$ cat config.mk
export PLATFORM = sky130hd
export DESIGN_NAME = pwr_seq_ctrl
export DESIGN_NICKNAME = d
export VERILOG_FILES = /design/src/rtl/pwr_seq_ctrl.sv
export SDC_FILE = /design/constraint.sdc
export NUM_CORES = 1
export LEC_CHECK = 0
export BUFFER_PORTS_ARGS = -buffer_cell sky130_fd_sc_hd__buf_2
export CORE_ASPECT_RATIO = 1.5
export CORE_MARGIN = 3
export CORE_UTILIZATION = 55
export DETAILED_ROUTE_END_ITERATION = 6
export PLACE_DENSITY = 0.85
export SLEW_MARGIN = 0
export SYNTH_ARGS = -nofsm -noshare
export SYNTH_HDL_FRONTEND = slang
export SYNTH_SLANG_ARGS = --single-unit
export TNS_END_PERCENT = 5
$ cat constraint.sdc
create_clock -name clk_axi -period 9.4 [get_ports clk_axi]
set_clock_uncertainty 0.15 [all_clocks]
set_input_delay 0.94 -clock clk_axi [delete_from_list [all_inputs] [get_ports clk_axi]]
set_output_delay 0.94 -clock clk_axi [all_outputs]
set_load 0.005 [all_outputs]
$ cat src/rtl/pwr_seq_ctrl.sv
// pwr_seq_ctrl: staggered regulator enable sequencer with debounced alert fault latching
module pwr_seq_ctrl #(
  parameter int N_CH        = 6,
  parameter int DELAY_W     = 16,
  parameter int DEBOUNCE    = 8,
  parameter bit GLOBAL_TRIP = 1'b0
) (
  input  logic               clk_axi,
  input  logic               rst,
  input  logic [N_CH-1:0]    ch_req,
  input  logic [DELAY_W-1:0] seq_delay,
  input  logic [N_CH-1:0]    alert_n,
  input  logic               fault_clr,
  output logic [N_CH-1:0]    en_out,
  output logic [N_CH-1:0]    fault_latched,
  output logic [N_CH-1:0]    first_fault,
  output logic               busy
);
  typedef enum logic {IDLE, WAIT} state_t;
  state_t             r_state;
  logic [N_CH-1:0]    r_sync1, r_sync2, r_req;
  logic [7:0]         r_deb [N_CH];
  logic [DELAY_W-1:0] r_cnt;
  logic [N_CH-1:0]    w_alert, w_new, w_clr, w_target, w_off, w_on, w_step, w_seq, w_en_nxt;
  logic               w_trip, w_load;
  assign w_alert  = ~r_sync2;
  assign w_trip   = GLOBAL_TRIP && (|fault_latched);
  assign w_target = w_trip ? '0 : (r_req & ~fault_latched);
  assign w_clr    = {N_CH{fault_clr}} & ~w_alert;
  assign busy     = (en_out != w_target) | (r_cnt != '0);
  // Channels whose debounce count reaches DEBOUNCE on this edge
  always_comb begin
    w_new = '0;
    for (int i = 0; i < N_CH; i++)
      w_new[i] = w_alert[i] & en_out[i] & (r_deb[i] >= 8'(DEBOUNCE - 1));
  end
  // One sequencing step: highest-index turn-off first, else lowest-index turn-on
  always_comb begin
    w_off = '0;
    w_on  = '0;
    for (int i = 0; i < N_CH; i++)
      if (en_out[i] && !w_target[i]) begin
        w_off    = '0;
        w_off[i] = 1'b1;
      end
    for (int i = N_CH - 1; i >= 0; i--)
      if (!en_out[i] && w_target[i]) begin
        w_on    = '0;
        w_on[i] = 1'b1;
      end
    w_step   = (|w_off) ? w_off : w_on;
    w_seq    = (r_state == IDLE) ? (en_out ^ w_step) : en_out;
    w_en_nxt = (GLOBAL_TRIP && (|w_new)) ? '0 : (w_seq & ~w_new);
    w_load   = (r_state == IDLE) && (|w_step) && (seq_delay != '0) && (w_seq != w_target);
  end
  // Alert synchroniser, debounce counters and sticky fault flags
  always_ff @(posedge clk_axi) begin
    if (rst) begin
      r_sync1       <= '1;
      r_sync2       <= '1;
      fault_latched <= '0;
      first_fault   <= '0;
      for (int i = 0; i < N_CH; i++) r_deb[i] <= 8'd0;
    end else begin
      r_sync1       <= alert_n;
      r_sync2       <= r_sync1;
      fault_latched <= (fault_latched & ~w_clr) | w_new;
      first_fault   <= (fault_latched == '0) ? w_new : (first_fault & ~w_clr);
      for (int i = 0; i < N_CH; i++)
        r_deb[i] <= !(w_alert[i] && en_out[i]) ? 8'd0 :
                    (r_deb[i] >= 8'(DEBOUNCE)) ? r_deb[i] : r_deb[i] + 8'd1;
    end
  end
  // Sequencer FSM; spacing is only inserted between steps of an unfinished ramp
  always_ff @(posedge clk_axi) begin
    if (rst) begin
      r_state <= IDLE;
      r_cnt   <= '0;
      r_req   <= '0;
      en_out  <= '0;
    end else begin
      r_req  <= ch_req;
      en_out <= w_en_nxt;
      if (r_state == WAIT) begin
        r_cnt <= r_cnt - DELAY_W'(1);
        if (r_cnt == DELAY_W'(1)) r_state <= IDLE;
      end else if (w_load) begin
        r_cnt   <= seq_delay;
        r_state <= WAIT;
      end
    end
  end
endmodule

== Yosys cells after proc, flatten, opt, wreduce, memory -nomap -nowiden ==
Memory sizes are Yosys's and may differ from the RTL's.
Cells that the tools add are included.
W data, S select, Z words.

* Bits in latches: 0
* Memories: 1
* Register bits after elaboration: 53
* Bits in read-only memories: 0
* Output and inout port bits: 19
* Word-level logic and storage cells: 143
* Memory bits (writable): 48

{| class="wikitable"
|+ Memory list
! memory !! words !! width !! read ports !! clocked after memory_dff !! write ports !! RTL line !! text
|-
| r_deb || 6 || 8 || 6 || 0 || 6 || 22 || <nowiki>logic [7:0] r_deb [N_CH];</nowiki>
|}

* Bitwise logic cells: 32
* Reduce and logical (&&, ||, !) cells: 39
* Multiply operators: 0
* Equal/unequal tests: 3
* Mux-type cells: 41
* Shift-type cells: 0
* Divide/modulo/power cells: 0
* Add/sub/neg operators: 7
* $lt $le $gt $ge: 12

{| class="wikitable"
|+ Operators with widths
! operator !! number
|-
| $mux W8 || 18
|-
| $mux W6 || 14
|-
| $add A8 B1 Y8 const B || 6
|-
| $ge A8 B3 Y1 const B || 6
|-
| $ge A8 B4 Y1 const B || 6
|-
| $mux W16 || 2
|-
| $reduce_bool A16 Y1 || 2
|-
| $and A6 B6 Y6 || 5
|-
| $not A6 Y6 || 5
|-
| $logic_and A1 B1 Y1 || 21
|-
| $eq A16 B1 Y1 const B || 1
|-
| $sub A16 B1 Y16 const B || 1
|-
| $and A1 B1 Y1 || 12
|-
| $logic_not A1 Y1 || 12
|-
| $ne A6 B6 Y1 || 2
|-
| $reduce_or A6 Y1 || 2
|-
| $mux W1 || 7
|-
| $or A1 B1 Y1 || 7
|-
| $logic_not A6 Y1 || 1
|-
| $or A6 B6 Y6 || 1
|-
| $xor A6 B6 Y6 || 1
|-
| $reduce_bool A2 Y1 || 1
|-
| $not A1 Y1 || 1
|}

== Longest topological paths before layout ==
Gate-level depths: netlist of the first run.

* Word-level depth: 18
* Depth in mapped cells: 13

== Least setup slack after synthesis of the first run ==
OpenSTA, ideal clock, no wires.

* Path kind: flip-flop to flip-flop
* From: reg fault_latched[3]
* To: reg r_cnt[7]
* Stages on the path, launching flop included: 11
* Period minus slack after synthesis: 2.993 ns
* Required time: 9.128 ns
* Arrival time: 2.721 ns
* Path slack: 6.407 ns
* Path through: dfxtp_1 -> nor2b_1 -> inv_1 -> ha_1 -> or4_4 -> or3_4 -> xnor3_1 -> and4bb_4 -> a211oi_2 -> buf_6 -> a221o_1

* Longest elaborated chain between the ends: 14

{| class="wikitable"
|+ RTL lines
! what !! RTL line !! text
|-
| start, declared || 15 || <nowiki>output logic [N_CH-1:0] fault_latched,</nowiki>
|-
| start signal, assigned || 67 || <nowiki>fault_latched <= (fault_latched & ~w_clr) | w_new;</nowiki>
|-
| $not A6 Y6 (*) || 28 || <nowiki>assign w_target = w_trip ? '0 : (r_req & ~fault_latched);</nowiki>
|-
| $and A6 B6 Y6 (*) || 28 ||
|-
| $logic_not A1 Y1 || 42 || <nowiki>if (en_out[i] && !w_target[i]) begin</nowiki>
|-
| $logic_and A1 B1 Y1 || 42 ||
|-
| $mux W6 (3 in series) || 42 ||
|-
| $reduce_or A6 Y1 || 51 || <nowiki>w_step = (|w_off) ? w_off : w_on;</nowiki>
|-
| $mux W6 || 51 ||
|-
| $xor A6 B6 Y6 or $reduce_or A6 Y1 (tied branches) || 52, 54 ||
|-
| $mux W6 or $logic_and A1 B1 Y1 (tied branches) || 52, 54 ||
|-
| $ne A6 B6 Y1 or $logic_and A1 B1 Y1 (tied branches) || 54 || <nowiki>w_load = (r_state == IDLE) && (|w_step) && (seq_delay != '0) && (w_seq != w_target);</nowiki>
|-
| $logic_and A1 B1 Y1 (*) || 54 ||
|-
| $reduce_bool A2 Y1 (no line) (*) || - ||
|-
| end signal, assigned || 85 || <nowiki>r_cnt <= r_cnt - DELAY_W'(1);</nowiki>
|-
| end signal, assigned || 88 || <nowiki>r_cnt <= seq_delay;</nowiki>
|-
| end, declared || 23 || <nowiki>logic [DELAY_W-1:0] r_cnt;</nowiki>
|}

Every way passes the cells marked *; elsewhere a longest branch is shown, timed or not.
A chain may end at the register's enable or synchronous reset.

== Final worst setup path of the first run ==
* From: reg fault_latched[3]
* To: reg r_cnt[3]

The elaborated chain is that of the path after synthesis.

==> results of run 1 <==
-- logic make-up after synthesis --
group                    after synthesis  synth area share
AND/OR/NAND/NOR                      247             0.275
multiplexers                           7            0.0149
adder cells (fa/ha/maj)               26            0.0693
XOR/XNOR                              24            0.0477
flip-flops                           101             0.431
buffers and inverters                 46            0.0421
AO/OA/AOI/OAI                         84             0.120
-- layout make-up --
type	instances	area, sq um	area share
multi-input cells	388	2470	0.470
flip-flops and latches	101	2020	0.384
repair buffers	50	253	0.0480
clock buffers	10	229	0.0435
well taps	105	131	0.0250
inverters	30	113	0.0214
clock inverters	6	43.8	0.00832
-- worst max-delay path by stage --
stage                     startpoint   endpoint  slack, ns
finish              fault_latched[3]   r_cnt[3]       5.95
global route        fault_latched[1]  r_cnt[15]       5.58
CTS                 fault_latched[3]   r_cnt[3]       5.94
detailed placement  fault_latched[3]   r_cnt[3]       5.95
global placement    fault_latched[5]   r_cnt[3]       6.03
floorplan           fault_latched[3]   r_cnt[7]       6.41
-- metal layers --
metal  vias to the layer above  wire, microns  global-route usage
met3                        27            483              0.0545
met2                        91           5360               0.395
li1                       1904              -                   -
met5                         -              0                   0
met1                      1772           4180               0.263
met4                         0            335               0.110
-- critical path, cell delays in order (launching register included) --
cell and delay, ns:
dfxtp_1 0.33, nor2b_1 0.28, inv_1 0.10, ha_1 0.26
or4_4 0.44, or3_4 0.39, xnor3_1 0.19, and4bb_4 0.24
a211oi_2 0.70, a21oi_1 0.17, o31ai_1 0.10
-- power breakdown --
group | internal [W] | switching (W) | leakage [nW]
clock network | 0.000181 | 0.000162 | 0.134
logic | 0.000180 | 0.000243 | 1.26
registers | 0.000475 | 0.0000594 | 0.823
-- sequential cells by signal, indices dropped and copies added, names as in the netlist --
register	flops
r_sync2	6
r_cnt	16
first_fault	6
r_sync1	6
fault_latched	6
r_state	1
r_deb	48
en_out	6
r_req	6
-- per-stage QoR --
step                hold slack (ns)   util
floorplan                     0.239      -
global placement              0.245  0.612
detailed placement            0.245  0.612
CTS                           0.264  0.645
global route                  0.277  0.645
finish                        0.261  0.645
-- layout by cell type, fill, tap and decap left out, types with 9 or more instances in the layout --
cell type	count
a21oi_1	35
and2_1	26
buf_2	49
clkbuf_16	9
dfxtp_1	101
ha_1	26
inv_1	30
nand2_1	50
nand2b_1	21
nand3_1	14
nor2_1	63
nor2b_1	9
nor3_1	13
or2_2	13
xnor2_1	17
==> results.md, run 1 <==
* P per Cell Area at 247 nW/um^2
* Core Area at around 8000 sq um
* Placed instance area at around 5000 sq um
* Worst vdd ir at 130 uV
* Max H-tree Level at 3
* Setup bufs post-CTS at 0
* Crit path DAT at ~3.6 ns
* Reg2Reg Depth at 10
* RSZ-0062 raised after global routing: false
* Post-route ant nets at 0
* Setup TNS at 0 ns
* Final Power at 0.00130 W
* Post-Syn Area per Cell at 8.77 sq um
* Fillers at 699
* Clock root buffer: clkbuf_16
* Die Ht at 119 microns
* #FFs+latches synth at 101
* Die outline width at a little over 80 microns
* Iter 0 DRT Violations at 186
* Antenna cell count at 0
* Cell taking the most area after synthesis: dfxtp_1
* Synth top cells by count: 101 x dfxtp_1, 63 x nor2_1, 50 x nand2_1
* Initial antenna violation count at 0
* Worst slew pin tran at 0.797 ns
* Synth Instances at 535
* Post-cts repair resize count at 0
* Reg2Reg Setup Slack at 5.95 ns
* Post-synth EDFFs at 0
* Hold_buf cts at 0
* Yosys warns at 0
* Top FF cell, synth: dfxtp_1
* Max-cap check violation count at 0
* Crit path max fanout at 12
* Detail-routed via count per cell at 5.50
* Maximum operating frequency at 290 MHz
* Ys async rst share at 0
* Layout cells sized above 1 at 0.154
* Worst Path Class, Setup: flip-flop to flip-flop
* Final Cycle Share at 0.367
* Startpoint types: flip-flop
* Hold_sp: r_sync1[4]
* Clock-pin slew on the worst setup and hold paths at approximately 0.070 ns
* Post-synth top area share at 0.431
* Via Count at 3,794
* Total CTS buffers at 9
* Worst Hold Path EP: r_sync2[4]
* CP Capture Type: flip-flop
* Skew-Pair Late Insertion Delay at 0.35 ns
* Worst hold path type: flip-flop to flip-flop
* Lkg Pwr at around 2.2 nW
* Synth area leaders: dfxtp_1 43%, ha_1 6.9%, nor2_1 5.0%
* Place WS at around 6 ns
* Headroom to the max-slew limit at 0.468
* Cells after DPL at approximately 670
* Post-route insts no fill at 690
* Count leader, synth: dfxtp_1
* PortBufs at 49
* Clock sink count at between 100 and 150
* Number of global-route vias before repair at 3,744
* WL per Instance at 15.0 microns
* TritonCTS clock tree: done
* # setup viols final at 0
* Drt first pass iters at 4
* I/O pins at 50
* DIE AREA at 9700 sq um
* Final min period at 3.45 ns
* Slew Viols, Final at 0
* Status: finished clean
* Final net count at 637
* DR DRC count at 0
* Sequential element share of the synthesized area at 0.431
* Fin. Hold Viols at 0
* RD Place Congestion at approximately 0.94
* Mapped Area at roughly 4700 sq um
* Area grow syn2layout at 12.2%
* Syn nets at 592
* Critical Path RT at 9.51 ns
* First-pass GRT wire length at 17,300 microns
* DP HPWL at 7760 microns
* CTS Buffer Depth at 2
* Largest net degree at the start of global routing at 55
* Grt total ovfl at 0
* Rows at 40
* GRT Total Usage at 0.231
* R2R Path End: r_cnt[3]
* Starting Density at 0.575
* Final WS setup at 5.95 ns
* WHS Path Cells at 1
* Post-route design area at approximately 5300 sq um
* DRT Wirelength at 10,400 microns
* Distinct cells, synth at 59
* Critical R2R Launch: fault_latched[3]
Note: power is estimated with default switching activity, not from simulation.
==> run 2, diff against run 1 <==
==> constraint.sdc (replaced) <==
create_clock -name clk_axi -period 3.23 [get_ports clk_axi]
set_clock_uncertainty 0.15 [all_clocks]
set_input_delay 0.323 -clock clk_axi [delete_from_list [all_inputs] [get_ports clk_axi]]
set_output_delay 0.323 -clock clk_axi [all_outputs]
set_load 0.005 [all_outputs]
==> results.md, run 2 (synthesis results as in run 1) <==
* CTS Buffer Depth at 2 (unchanged)
* Final min period at 3.17 ns (was 3.45 ns)
* # setup viols final at 0 (unchanged)
* Post-route ant nets at 0 (unchanged)
* Lkg Pwr at 2.31 nW (was 2.21 nW)
* Fin Hold WS at 0.00678 ns (was 0.261 ns)
* Commonest cells after routing, fill and taps aside: 101 x dfxtp_1, 63 x nor2_1, 49 x nand2_1, 49 x buf_2, 35 x a21oi_1 (was 101 x dfxtp_1, 63 x nor2_1, 50 x nand2_1)
* Hold_sp: alert_n[1] (was r_sync1[4])
* Worst slew pin tran at 0.692 ns (was 0.797 ns)
* Worst vdd ir at 366 uV (was 130 uV)
* Commonest non-fill, non-tap cell in the layout: dfxtp_1 (unchanged)
* Switching power total at 0.00140 W (was 0.000465 W)
* Max-cap check violation count at 0 (unchanged)
* Crit path DAT at 3.25 ns (was 3.56 ns)
* Final Cycle Share at 0.980 (was 0.367)
* Initial antenna violation count at 0 (unchanged)
* R2R Path End: r_cnt[11] (was r_cnt[3])
* Post-route insts no fill at 707 (was 690)
* P per Cell Area at 725 nW/um^2 (was 247 nW/um^2)
* Sw frac at 0.354 (was 0.357)
* Status: finished clean (unchanged)
* DIE AREA at 9700 sq um (unchanged)
* Iter 0 DRT Violations at 359 (was 186)
* Maximum operating frequency at 316 MHz (was 290 MHz)
* Worst hold path type: input pin to flip-flop (was flip-flop to flip-flop)
* GRT Total Usage at 0.237 (was 0.231)
* Core Area at 8160 sq um (unchanged)
* Clock Power Share at 0.256 (was 0.264)
* Clock sink count at 101 (unchanged)
* DP HPWL at 7880 microns (was 7760 microns)
* Total CTS buffers at 9 (unchanged)
* Detail-routed via count per cell at 5.62 (was 5.50)
* Top reg by flops: r_deb (unchanged)
* Reg2Reg Setup Slack at 0.06 ns (was 5.95 ns)
* Headroom to the max-slew limit at 0.538 (was 0.468)
* Via Count at 3,974 (was 3,794)
* Skew-Pair Late Insertion Delay at 0.35 ns (about the same)
* Biggest regs: r_deb x48, r_cnt x16 (unchanged)
* Largest net degree at the start of global routing at 29 (was 55)
* Slew Viols, Final at 0 (unchanged)
* Final net count at 654 (was 637)
* Drt first pass iters at 5 (was 4)
* WL per Instance at 15.1 microns (was 15.0 microns)
* FF+latch area at 2020 sq um (unchanged)
* Setup TNS at 0 ns (unchanged)
* Fin. Hold Viols at 0 (unchanged)
* Max reg flops at 48 (unchanged)
* RSZ-0062 raised after global routing: true (was false)
* First-pass GRT wire length at 17,900 microns (was 17,300 microns)
* I/O pins at 50 (unchanged)
* Critical Path RT at 3.32 ns (was 9.51 ns)
* Die outline width at 81.4 microns (unchanged)
* Grt total ovfl at 0 (unchanged)
* DRT Wirelength at 10,700 microns (was 10,400 microns)
* Footprint of the multi-input gates at 2530 sq um (was 2470 sq um)
* PortBufs at 49 (unchanged)
* Die Ht at 119 microns (unchanged)
* TritonCTS clock tree: done (unchanged)
* Clock-pin slew on the worst setup and hold paths at 0.07 ns (about the same)
* Sequential Power Share at 0.383 (was 0.411)
* Reg2Reg Depth at 9 (was 10)
* WHS Path Cells at 2 (was 1)
* Worst Hold Path EP: r_sync1[1] (was r_sync2[4])
* Startpoint types: flip-flop (unchanged)
* Max H-tree Level at 3 (unchanged)
* Crit path max fanout at 12 (unchanged)
* Number of global-route vias before repair at 3,948 (was 3,744)
* Clock root buffer: clkbuf_16 (unchanged)
* CP Capture Type: flip-flop (unchanged)
* Worst Path Class, Setup: flip-flop to flip-flop (unchanged)
* Area grow syn2layout at 16.3% (was 12.2%)
* Rows at 40 (unchanged)
* Gate power share at 0.362 (was 0.325)
* Critical R2R Launch: fault_latched[5] (was fault_latched[3])
* Starting Density at 0.575 (unchanged)
* Antenna cell count at 0 (unchanged)
* Cells after DPL at 687 (was 674)
* DR DRC count at 0 (unchanged)
* Pint at 0.00256 W (was 0.000836 W)
* Fillers at 641 (was 699)
* Layout cells sized above 1 at 0.188 (was 0.154)
* RD Place Congestion at 0.991 (was 0.938)
## run 2: cell count changes in the layout (fill, tap and decap cells not counted), moves of 2 or more
cell	delta
a2111oi_2	+2
nor3_2	+2
nor3_1	-2
dlygate4sd3_1	+3
a2111oi_0	-2
buf_4	+14
inv_6	-2
## run 2: power groups by stage
stage | logic [W] | clock network, W | registers [W]
2_1_floorplan | 0.00101 | 0 | 0.00151
3_3_place_gp | 0.00128 | 0 | 0.00153
3_5_place_dp | 0.00132 | 0 | 0.00154
4_1_cts | 0.00134 | 0.00102 | 0.00151
5_1_grt | 0.00158 | 0.00107 | 0.00153
6_report | 0.00143 | 0.00101 | 0.00152
## run 2: layout make-up
type,count,share of cell area
sequential,101,0.370
clock inverter,5,0.00642
clock buffer,11,0.0445
tap,105,0.0241
timing repair buffer,67,0.0711
multi-input combinational,388,0.463
inverter,30,0.0206
## run 2: per-layer routing
layer  track usage  wire, microns  vias up
met5             0              0        -
met4         0.118            490        0
met3        0.0507            467       41
met2         0.408           5360      138
met1         0.269           4330     1856
li1              -              -     1939
## run 2: per-stage QoR
stage | worst slack [ns] | power [W] | util | instance area (sq um)
5_1_grt | -0.0498 | 0.00419 | 0.669 | 5460
3_3_place_gp | 0.0928 | 0.00282 | 0.624 | 5090
2_1_floorplan | 0.237 | 0.00252 | - | 4690
3_5_place_dp | -0.0279 | 0.00286 | 0.624 | 5090
4_1_cts | 0.0108 | 0.00386 | 0.662 | 5400
6_report | 0.0640 | 0.00396 | 0.669 | 5460
## run 2: how the worst max path moves through the flow
stage               depth (start not counted)  slack (ns)         to             start
floorplan                                  10        0.24   r_cnt[7]  fault_latched[3]
global placement                           11        0.09  r_cnt[15]  fault_latched[2]
detailed placement                         11       -0.03  r_cnt[11]  fault_latched[2]
CTS                                        11        0.01  r_cnt[15]  fault_latched[2]
global route                                9       -0.05  r_cnt[11]  fault_latched[5]
finish                                      9        0.06  r_cnt[11]  fault_latched[5]
## run 2: worst max-delay path, stage by stage, from the launching register on
cell,delay [ns]
dfxtp_1,0.31
nand2b_1,0.15
ha_1,0.31
or4_4,0.57
or3_4,0.39
xnor3_1,0.22
and4bb_4,0.29
a211oi_2,0.08
buf_4,0.21
a221o_1,0.36
## run 2: repair_timing
item	CTS	global route
setup endpoints to repair	7	16
endpoints found under the hold margin	3	0
buffers inserted	0	1
hold buffers	3	0
pin swaps	0	1
resized for setup	1	12
gates cloned	0	0
